$ cat src/rtl/fetch_sequencer.sv
// Instruction-fetch controller: owns the PC, fetches over req/ack and
// hands instructions to decode over valid/ready with redirect and halt.
module fetch_sequencer #(
  parameter int          PC_WIDTH = 14,
  parameter int unsigned RESET_PC = 0,
  parameter int          MAX_WAIT = 15
) (
  input  logic                clk,
  input  logic                rst_n,
  output logic                imem_req,
  output logic [PC_WIDTH-1:0] imem_addr,
  input  logic                imem_ack,
  input  logic [31:0]         imem_rdata,
  output logic                instr_valid,
  output logic [31:0]         instr,
  output logic [PC_WIDTH-1:0] instr_pc,
  input  logic                instr_ready,
  input  logic                redirect,
  input  logic [PC_WIDTH-1:0] redirect_pc,
  input  logic                halt,
  output logic                busy,
  output logic                halted,
  output logic                timeout_err,
  output logic [15:0]         fetch_count
);

  localparam int WW = $clog2(MAX_WAIT + 1);
  localparam logic [WW-1:0] WAIT_LAST = WW'(MAX_WAIT - 1);
  localparam logic [PC_WIDTH-1:0] PC_RST = PC_WIDTH'(RESET_PC);

  typedef enum logic [2:0] {
    S_IDLE,
    S_FETCH,
    S_VALID,
    S_HALTED,
    S_ERROR
  } state_e;

  state_e              state_q, state_d;
  logic [PC_WIDTH-1:0] pc_q, pc_d;
  logic [PC_WIDTH-1:0] instr_pc_q, instr_pc_d;
  logic [31:0]         instr_q, instr_d;
  logic [WW-1:0]       wait_q, wait_d;
  logic [15:0]         count_q, count_d;
  logic                req_q, req_d;
  logic                valid_q, valid_d;
  logic                busy_q, busy_d;
  logic                halted_q, halted_d;
  logic                err_q, err_d;

  always_comb begin
    state_d    = state_q;
    pc_d       = pc_q;
    instr_pc_d = instr_pc_q;
    instr_d    = instr_q;
    wait_d     = wait_q;
    count_d    = count_q;
    unique case (state_q)
      S_IDLE: state_d = S_FETCH;
      S_FETCH: begin
        if (imem_ack) begin
          instr_d    = imem_rdata;
          instr_pc_d = pc_q;
          pc_d       = pc_q + PC_WIDTH'(1);
          wait_d     = '0;
          state_d    = S_VALID;
        end else begin
          wait_d = wait_q + WW'(1);
          // an ack in the last allowed cycle still wins
          if (wait_q == WAIT_LAST)
            state_d = S_ERROR;
        end
      end
      S_VALID: begin
        if (instr_ready) begin
          count_d = count_q + 16'd1;
          if (redirect)
            pc_d = redirect_pc;
          state_d = halt ? S_HALTED : S_FETCH;
        end
      end
      S_HALTED: state_d = S_HALTED;
      S_ERROR:  state_d = S_ERROR;
      default:  state_d = S_IDLE;
    endcase
  end

  always_comb begin
    req_d    = 1'b0;
    valid_d  = 1'b0;
    busy_d   = 1'b0;
    halted_d = 1'b0;
    err_d    = 1'b0;
    unique case (1'b1)
      (state_d == S_FETCH): begin
        req_d  = 1'b1;
        busy_d = 1'b1;
      end
      (state_d == S_VALID): begin
        valid_d = 1'b1;
        busy_d  = 1'b1;
      end
      (state_d == S_HALTED): halted_d = 1'b1;
      (state_d == S_ERROR):  err_d    = 1'b1;
      default: ;
    endcase
  end

  always_ff @(posedge clk or negedge rst_n) begin
    if (!rst_n) begin
      state_q    <= S_IDLE;
      pc_q       <= PC_RST;
      instr_pc_q <= '0;
      instr_q    <= '0;
      wait_q     <= '0;
      count_q    <= '0;
      req_q      <= 1'b0;
      valid_q    <= 1'b0;
      busy_q     <= 1'b0;
      halted_q   <= 1'b0;
      err_q      <= 1'b0;
    end else begin
      state_q    <= state_d;
      pc_q       <= pc_d;
      instr_pc_q <= instr_pc_d;
      instr_q    <= instr_d;
      wait_q     <= wait_d;
      count_q    <= count_d;
      req_q      <= req_d;
      valid_q    <= valid_d;
      busy_q     <= busy_d;
      halted_q   <= halted_d;
      err_q      <= err_d;
    end
  end

  assign imem_req    = req_q;
  assign imem_addr   = pc_q;
  assign instr_valid = valid_q;
  assign instr       = instr_q;
  assign instr_pc    = instr_pc_q;
  assign busy        = busy_q;
  assign halted      = halted_q;
  assign timeout_err = err_q;
  assign fetch_count = count_q;

endmodule

$ cat config.mk
export PLATFORM = sky130hd
export DESIGN_NAME = fetch_sequencer
export DESIGN_NICKNAME = d
export VERILOG_FILES = /design/src/rtl/fetch_sequencer.sv
export SDC_FILE = /design/constraint.sdc
export NUM_CORES = 1
export LEC_CHECK = 0
export ABC_AREA = 0
export CELL_PAD_IN_SITES_DETAIL_PLACEMENT = 0
export CELL_PAD_IN_SITES_GLOBAL_PLACEMENT = 1
export CORE_MARGIN = 2
export CORE_UTILIZATION = 32
export DETAILED_ROUTE_END_ITERATION = 10
export GPL_TIMING_DRIVEN = 1
export HOLD_SLACK_MARGIN = 0.03
export PLACE_DENSITY = 0.83
export SLEW_MARGIN = 20
export SYNTH_ARGS = -nofsm -noshare
export SYNTH_HDL_FRONTEND = slang
export SYNTH_SLANG_ARGS = --single-unit
$ cat constraint.sdc
create_clock -name clk -period 4.27 [get_ports clk]
set_clock_uncertainty 0.2 [all_clocks]
set_input_delay 1.281 -clock clk [delete_from_list [all_inputs] [get_ports clk]]
set_output_delay 1.281 -clock clk [all_outputs]
set_load 0.01 [all_outputs]
### Word level (Yosys, flattened, before mapping)

Index checks and enable logic that the tools add are counted.

| storage, ports and cells | value |
|---|---|
| bits in registers | 88 |
| logic and storage cells | 47 |
| output and inout port bits | 81 |
| input bits | 52 |

| cells by class | value |
|---|---|
| equal/unequal tests | 12 |
| add/sub/neg operators | 3 |
| muxes and demuxes | 15 |
| reduce and logical (&&, ||, !) cells | 6 |

Operator list:

| cell | number |
|---|---|
| 2-to-1 mux 14 bit | 3 |
| one-hot mux 14 bit (2 select lines) | 1 |
| adder 16 x 1 -> 16 bit (second input constant) | 1 |
| one-hot mux 3 bit (5 select lines) | 1 |
| adder 14 x 1 -> 14 bit (second input constant) | 1 |
| equality test 3 x 2 -> 1 bit (second input constant) | 4 |
| 2-to-1 mux 3 bit | 3 |
| equality test 3 x 1 -> 1 bit (second input constant) | 2 |
| equality test 3 bit (second input constant) | 2 |
| != test 2 bit (second input constant) | 3 |
| 2-to-1 mux 1 bit | 5 |
| adder 4 x 1 -> 4 bit (second input constant) | 1 |
| equality test 4 bit (second input constant) | 1 |
| 2-to-1 mux 4 bit | 1 |
| AND reduction 2 bit | 2 |
| AND reduction 4 bit | 1 |
| logical NOT 3 bit | 1 |
| 2-to-1 mux 2 bit | 1 |
| nonzero test 2 bit | 1 |
| OR reduction 2 bit | 1 |

### Logic depth before layout (Yosys ltp)

Gate-level depths: netlist (run 1).

| logic depth | value |
|---|---|
| depth in word-level cells | 7 |
| depth in mapped cells | 7 |
| depth with buffers taken out | 6 |

### Least setup slack after synthesis (run 1)

Ideal clock, no wire load.

| path | value |
|---|---|
| kind | input-to-reg |
| from | input port imem_ack |
| to | register instr_pc_q[0], in the netlist instr_pc[0] |
| setup time | 128 ps |
| cell stages on the path | 5 |
| data arrival time | 2305 ps |
| buffers on the path | 2 |
| slack | 1638 ps |
| required time | 3942 ps |
| cells stage by stage | clkbuf_1 inv_1 nor2_8 buf_6 mux2_1 |

| on the way | value |
|---|---|
| longest elaborated chain between the ends | 1 |

Ends and longest elaborated chain:

| item | RTL line | text |
|---|---|---|
| start, declared | 12 | `input logic imem_ack,` |
| AND reduction 2 bit (no line) | - |  |
| end signal, assigned | 125 | `instr_pc_q <= instr_pc_d;` |
| end, declared | 41 | `logic [PC_WIDTH-1:0] instr_pc_q, instr_pc_d;` |

Every way passes these cells.
A chain may end at the register's enable or synchronous reset.

### Worst setup path after layout (run 1)

| path | value |
|---|---|
| from | input port imem_ack |
| to | register pc_q[10], in the netlist imem_addr[10] |

| on the way | value |
|---|---|
| longest elaborated chain between the ends | 2 |

Ends and longest elaborated chain:

| item | RTL line | text |
|---|---|---|
| != test 2 bit (no line) | - |  |
| AND reduction 4 bit (no line) | - |  |
| end signal, assigned | 124 | `pc_q <= pc_d;` |
| end, declared | 40 | `logic [PC_WIDTH-1:0] pc_q, pc_d;` |

Every way passes these cells.

==> run_results.csv, run 1 <==
group,metric,value,unit
synth,yosys_warnings,0,
layout,antenna_cells,0,
drt,num_vias,2992,
drt,drt-initial-drc-count,118,
sta,finalHoldViolCount,0,
global_routing,grt_antenna_before_repair,0,
placement,place_hpwl,6.814,mm
drt,wirelength,9.210,mm
synth,yosysUniqueCellTypes,45,
floorplanning,die_w,114.2,microns
synth,async_flop_share,100.0,%
cts,clock_path_buffers,2,
synth,synth_common_cells,"dfrtp_1 (88), mux2_1 (40), nand2_1 (20)",
sta,finalCritPeriodShare,71.06,%
sta,tightest_slew,817.7,ps
synth,synthMuxAreaShare,13.88,%
synth,synth_edf_count,0,
synth,synth_top_family_by_area,"multiplexers",
synth,synthTopCellsByArea,"dfrtp_1 (57%), mux2_1 (12%), a21oi_1 (2.4%)",
cts,cts_sinks,88,
floorplanning,initial_core_util,32.63,%
synth,syn_nets,375,
status,outcome,"completed",
synth,synth-compound-area-share,9.111,%
cts,cts_tree,"yes",
cts,clk-insertion-delay-late,340,ps
floorplanning,num_rows,40,
synth,synth_top_area_share,56.66,%
power,pwr-share-seq,43.3,%
floorplanning,coreArea,11910,sq um
synth,synth.most_common_cell,"dfrtp_1",
global_routing,grt_pass1_wl,14.88,mm
floorplanning,design.die.area,13040,sq um
power,ir_worst_vdd,0.1997,mV
setup_path,cp.arrival,3030,ps
cts,cts_buffers,9,
floorplanning,pin_count,133,
global_routing,grt_max_degree,37,
drt,wire_per_inst,15.40,microns
global_routing,grt_overflow,0,
layout,final_nets,502,
sta,slew_headroom,45.12,%
drt,firstDrtPassIters,4,
power,combPwrFrac,22.6,%
cts,path_clk_slew,60,ps
cts,cts.repair.resized,0,
placement,gp_congestion,0.7363,
synth,synth-seq-cells,88,
drt,drc_errors,0,
setup_path,start_kind,"input port",
layout,drive_above_1_share,6.208,%
setup_path,end_kind,"flop",
setup_path,cp.required,4260,ps
cts,htreeDepth,3,
cts,ctsHoldBuffers,0,
setup_path,crit_type,"input port to flop",
power,p_per_area,447.6,nW/um^2
power,power_leakage,2.440,nW
synth,yosysTopAreaCell,"dfrtp_1",
sta,drv_slew,0,
synth,synthFlopType,"dfrtp_1",
floorplanning,die_h,114.2,microns
drt,ant_nets,0,
sta,setup_tns,0,ps
hold_path,min_path_type,"flop to flop",
drt,vias_per_cell,5.003,
power,power.share.clock,34.2,%
sta,finalSetupViolCount,0,
placement,io_buffers,132,
sta,fmax,0.3296,GHz
setup_path,critPathMaxFanout,13,
sta,timing.hold.ws,264.9,ps
global_routing,grt_pass1_vias,2967,
synth,syn_area_per_cell,12.18,sq um
run,drv_cap,0,
power,intPower,0.001893,W
synth,synth_area,3886,sq um
power,switching_share,25.12,%
global_routing,grt.total_usage,14.51,%
cts,cts_setup_buffers,0,
synth,synth_xor_area_share,3.606,%
synth,synthSimpleGateAreaFrac,12.07,%
synth,synthAdderAreaFrac,1.288,%
sta,rsz0062_at_grt,"no",
layout,areaGrowthSynthToFinish,45.36,%
cts,cts_root_buf,"clkbuf_16",
power,fin_total_pwr,0.002528,W
power,net-switching-power,0.0006351,W
synth,synth-seq-area-share,56.66,%
synth,syn_inst,319,
sta,fin_crit,3034,ps
final cells by class:
cell class,count,area (sq um)
well taps,147,183.9
repair buffers,135,1354
flip-flops and latches,88,2202
clock inverters,2,60.06
inverters,6,22.52
fillers,1098,6262
multi-input cells,206,1553
clock buffers,14,274.0
registers in the layout (all words and copies together), names as in the netlist:
signal and flops:
imem_addr 14, timeout_err 1, busy 1, halted 1, imem_req 1, instr_valid 1
fetch_count 16, instr 32, wait_q 4, instr_pc 14, state_q 3
stage by stage:
stage	area, sq um	setup slack, ps	utilization [%]	instances
after floorplan	3886	1638	-	319
final	5649	1236	47.43	598
after detailed placement	5315	865.1	44.62	582
after global placement	5315	921.4	44.62	582
after global routing	5649	1051	47.43	598
after CTS	5649	1234	47.43	598
power groups by stage:
stage               combinational [W]  clock [W]  sequential, W
floorplan                    0.000147          0        0.00115
global placement             0.000565          0        0.00110
detailed placement           0.000578          0        0.00111
CTS                          0.000580   0.000893        0.00109
global route                 0.000616   0.000934        0.00112
finish                       0.000571   0.000864        0.00109
layout by cell type, fill, tap and decap left out, types with 6 or more instances in the layout:
cell type        instances
mux2_1                  40
nand4_1                  8
mux2_2                   7
nand2_1                 20
clkdlybuf4s50_1        131
nand3_1                 12
nor2_1                  13
a21oi_1                 19
xnor2_1                 10
clkbuf_16                9
dfrtp_1                 88
inv_1                    6
o21ai_0                 17
xor2_1                   6
worst max-delay path, cell delays in order:
cell and delay (ps):
clkdlybuf4s50_1 530, and3b_1 280, o21ai_1 660, a21oi_1 100
a2bb2oi_1 170
layer usage:
layer  GRT usage [%]  wire [microns]  share of wire (%)
met5               0               0                  0
met4           6.179             181                2.0
met3           4.288             616                6.7
met2           22.74            4339                 47
met1           18.77            4073                 44
final timing paths:
path                            slack (ps)  cells past startpoint             from              end
worst min-delay path                   260                      1  fetch_count[15]  fetch_count[15]
worst max-delay path                  1240                      5         imem_ack    imem_addr[10]
worst max register to register        1890                      4       state_q[0]      instr_pc[1]
min in group asynchronous              700                      1            rst_n       state_q[0]
worst min register to register         260                      1  fetch_count[15]  fetch_count[15]
max in group asynchronous             2440                      2            rst_n   fetch_count[5]
logic make-up (layout without fill, tap and decap cells):
kind of cell               count (synthesis)  count (layout)
and+or+nand+nor                           80              80
AOI/OAI and AO/OA                         58              58
xor gates and xnor gates                  16              16
DFF                                       88              88
buffers and inverters                     25             157
adders and majority gates                  4               4
muxes                                     48              48
Power figures use the tool's default switching activity.
==> inputs of run 2 (changes only) <==
Settings changed: PLACE_DENSITY 0.83 to 0.86.
Clock period 4.27 ns to 2.6 ns, I/O delays scaled along.
==> run 2 against run 1 <==
  * Sequential share of layout area down 0.36 points
  * Final area grew 0.93%
  * First-iteration DRC count down 17%
  * Via count shrank 0.23%
  * Die area did not move
  * Power grew 55%
  * Worst setup slack worse by 1000 ps
  * Highest routed layer unchanged
  * Largest cell class unchanged
  * Count of clock-buffer cells in the layout fell by 2
==> run_results.csv, run 2 (synthesis gave the netlist of run 1 again) <==
group,metric,value,unit
drt,vias_per_cell,4.901,
layout,n_fill_cell,1113,
sta,finalCritPeriodShare,91.84,%
setup_path,critPathMaxFanout,6,
layout,largest_register_ffs,32,
placement,place_hpwl,6.889,mm
sta,slew_headroom,42.89,%
setup_path,cp.required,1620,ps
drt,firstDrtPassIters,4,
layout,antenna_cells,0,
setup_path,endpoint,"imem_addr[0]",
drt,wirelength,9.299,mm
power,pwr-share-seq,45.7,%
placement,placed_area,5435,sq um
layout,drive_above_1_share,8.442,%
floorplanning,die_h,114.2,microns
global_routing,grt_antenna_before_repair,0,
layout,layout_commonest_cell,"clkdlybuf4s50_1",
cts,cts_tree,"yes",
power,p_per_area,685.1,nW/um^2
global_routing,grt_pass1_wl,14.90,mm
drt,ant_nets,0,
sta,tightest_slew,850.9,ps
cts,clk-insertion-delay-late,330,ps
setup_path,r2r_end,"instr[1]",
sta,finalSetupViolCount,0,
global_routing,grt_max_degree,44,
cts,ctsHoldBuffers,0,
layout,fin_util,47.87,%
global_routing,grt.total_usage,14.38,%
cts,clock_path_buffers,2,
setup_path,r2r_slack,470,ps
setup_path,cp-startpoint,"imem_addr[0]",
power,switching_share,26.68,%
sta,rsz0062_at_grt,"no",
cts,cts_root_buf,"clkbuf_16",
cts,cts.repair.resized,0,
sta,finalHoldViolCount,0,
drt,drc_errors,0,
layout,areaGrowthSynthToFinish,46.72,%
power,ir_worst_vdd,0.3299,mV
cts,path_clk_slew,60,ps
setup_path,end_kind,"primary output",
global_routing,grt_overflow,0,
placement,gp_congestion,0.7310,
power,intPower,0.002864,W
power,combPwrFrac,24.5,%
layout,layout.cell_area.non_filler,5702,sq um
power,net-switching-power,0.001042,W
setup_path,path_cells,"clkdlybuf4s50_1",
global_routing,grt_pass1_vias,2953,
cts,htreeDepth,3,
floorplanning,die_w,114.2,microns
drt,drt-initial-drc-count,98,
layout,final_nets,513,
cts,cts_setup_buffers,0,
run,drv_cap,0,
floorplanning,initial_core_util,32.63,%
hold_path,min_path_type,"input port to asynchronous set/reset pin",
setup_path,critPathTopFamily,"buffers and inverters",
setup_path,max_stage_delay,590,ps
placement,io_buffers,132,
power,power.share.clock,29.8,%
cts,cts_sinks,88,
drt,num_vias,2985,
sta,drv_slew,0,
power,power_leakage,2.479,nW
setup_path,r2r_cells,4,
sta,fmax,0.4188,GHz
setup_path,slowest_stage,"clkdlybuf4s50_1",
setup_path,worst-path-stages,1,
setup_path,worstReg2RegStart,"state_q[0]",
floorplanning,design.die.area,13040,sq um
floorplanning,pin_count,133,
layout,most-common-layout-cells,"clkdlybuf4s50_1 (131), dfrtp_1 (88), mux2_1 (40), nand2_1 (20), a21oi_1 (19)",
setup_path,crit_type,"flop to primary output",
setup_path,start_kind,"flop",
status,outcome,"completed",
sta,fin_crit,2388,ps
drt,wire_per_inst,15.27,microns
setup_path,cp.arrival,1410,ps
setup_path,cp_num_buf_inv,1,
floorplanning,coreArea,11910,sq um
cts,cts_buffers,9,
floorplanning,num_rows,40,
==> run 2: cell types whose count changed in the layout (fill, tap and decap cells not counted) <==
cell,before,now
buf_4,3,11
clkbuf_8,3,1
buf_12,1,4
bufinv_16,2,0
clkinv_2,0,4
==> run 2: how the worst min path moves through the flow <==
stage	from	to	slack (ps)	cells after the start
after global placement	fetch_count[15]	fetch_count[15]	260	1
after detailed placement	instr_pc[12]	instr_pc[12]	270	1
final	rst_n	state_q[1]	170	1
after global routing	rst_n	fetch_count[0]	180	1
after CTS	rst_n	instr[18]	170	1
after floorplan	wait_q[3]	wait_q[3]	240	1
==> run 2: final cells by class <==
cell class	count	area (sq um)	share of cell area (%)
clock inverters	4	20.02	0.3511
well taps	147	183.9	3.226
inverters	6	22.52	0.3950
repair buffers	146	1474	25.85
clock buffers	12	246.5	4.323
flip-flops and latches	88	2202	38.62
multi-input cells	206	1553	27.23
==> run 2: per-stage QoR <==
step / instances / total power (W) / hold slack (ps) / setup TNS [ps] / setup WS (ps)
finish: 609 / 0.003906 / 165.2 / 0 / 212.1
global route: 609 / 0.004106 / 183.9 / 0 / 48.74
CTS: 609 / 0.003964 / 167.3 / 0 / 187.9
detailed placement: 593 / 0.002781 / 273.7 / -528.5 / -74.96
global placement: 593 / 0.002744 / 258.3 / -468.1 / -62.71
floorplan: 319 / 0.002124 / 242.4 / 0 / 468.7
==> run 2: power by group through the flow <==
stage / registers [W] / clock network [W] / logic, W
6_report: 0.00179 / 0.00116 / 0.000957
5_1_grt: 0.00183 / 0.00125 / 0.00103
3_5_place_dp: 0.00181 / 0 / 0.000972
2_1_floorplan: 0.00188 / 0 / 0.000242
4_1_cts: 0.00179 / 0.00120 / 0.000975
3_3_place_gp: 0.00179 / 0 / 0.000949
==> run 2: per-layer routing <==
layer / up-vias / wire length (microns) / GRT usage [%]
li1: 1427 / - / -
met1: 1471 / 4113 / 18.60
met2: 77 / 4512 / 23.21
met3: 10 / 536 / 3.653
met4: 0 / 137 / 5.610
met5: - / 0 / 0
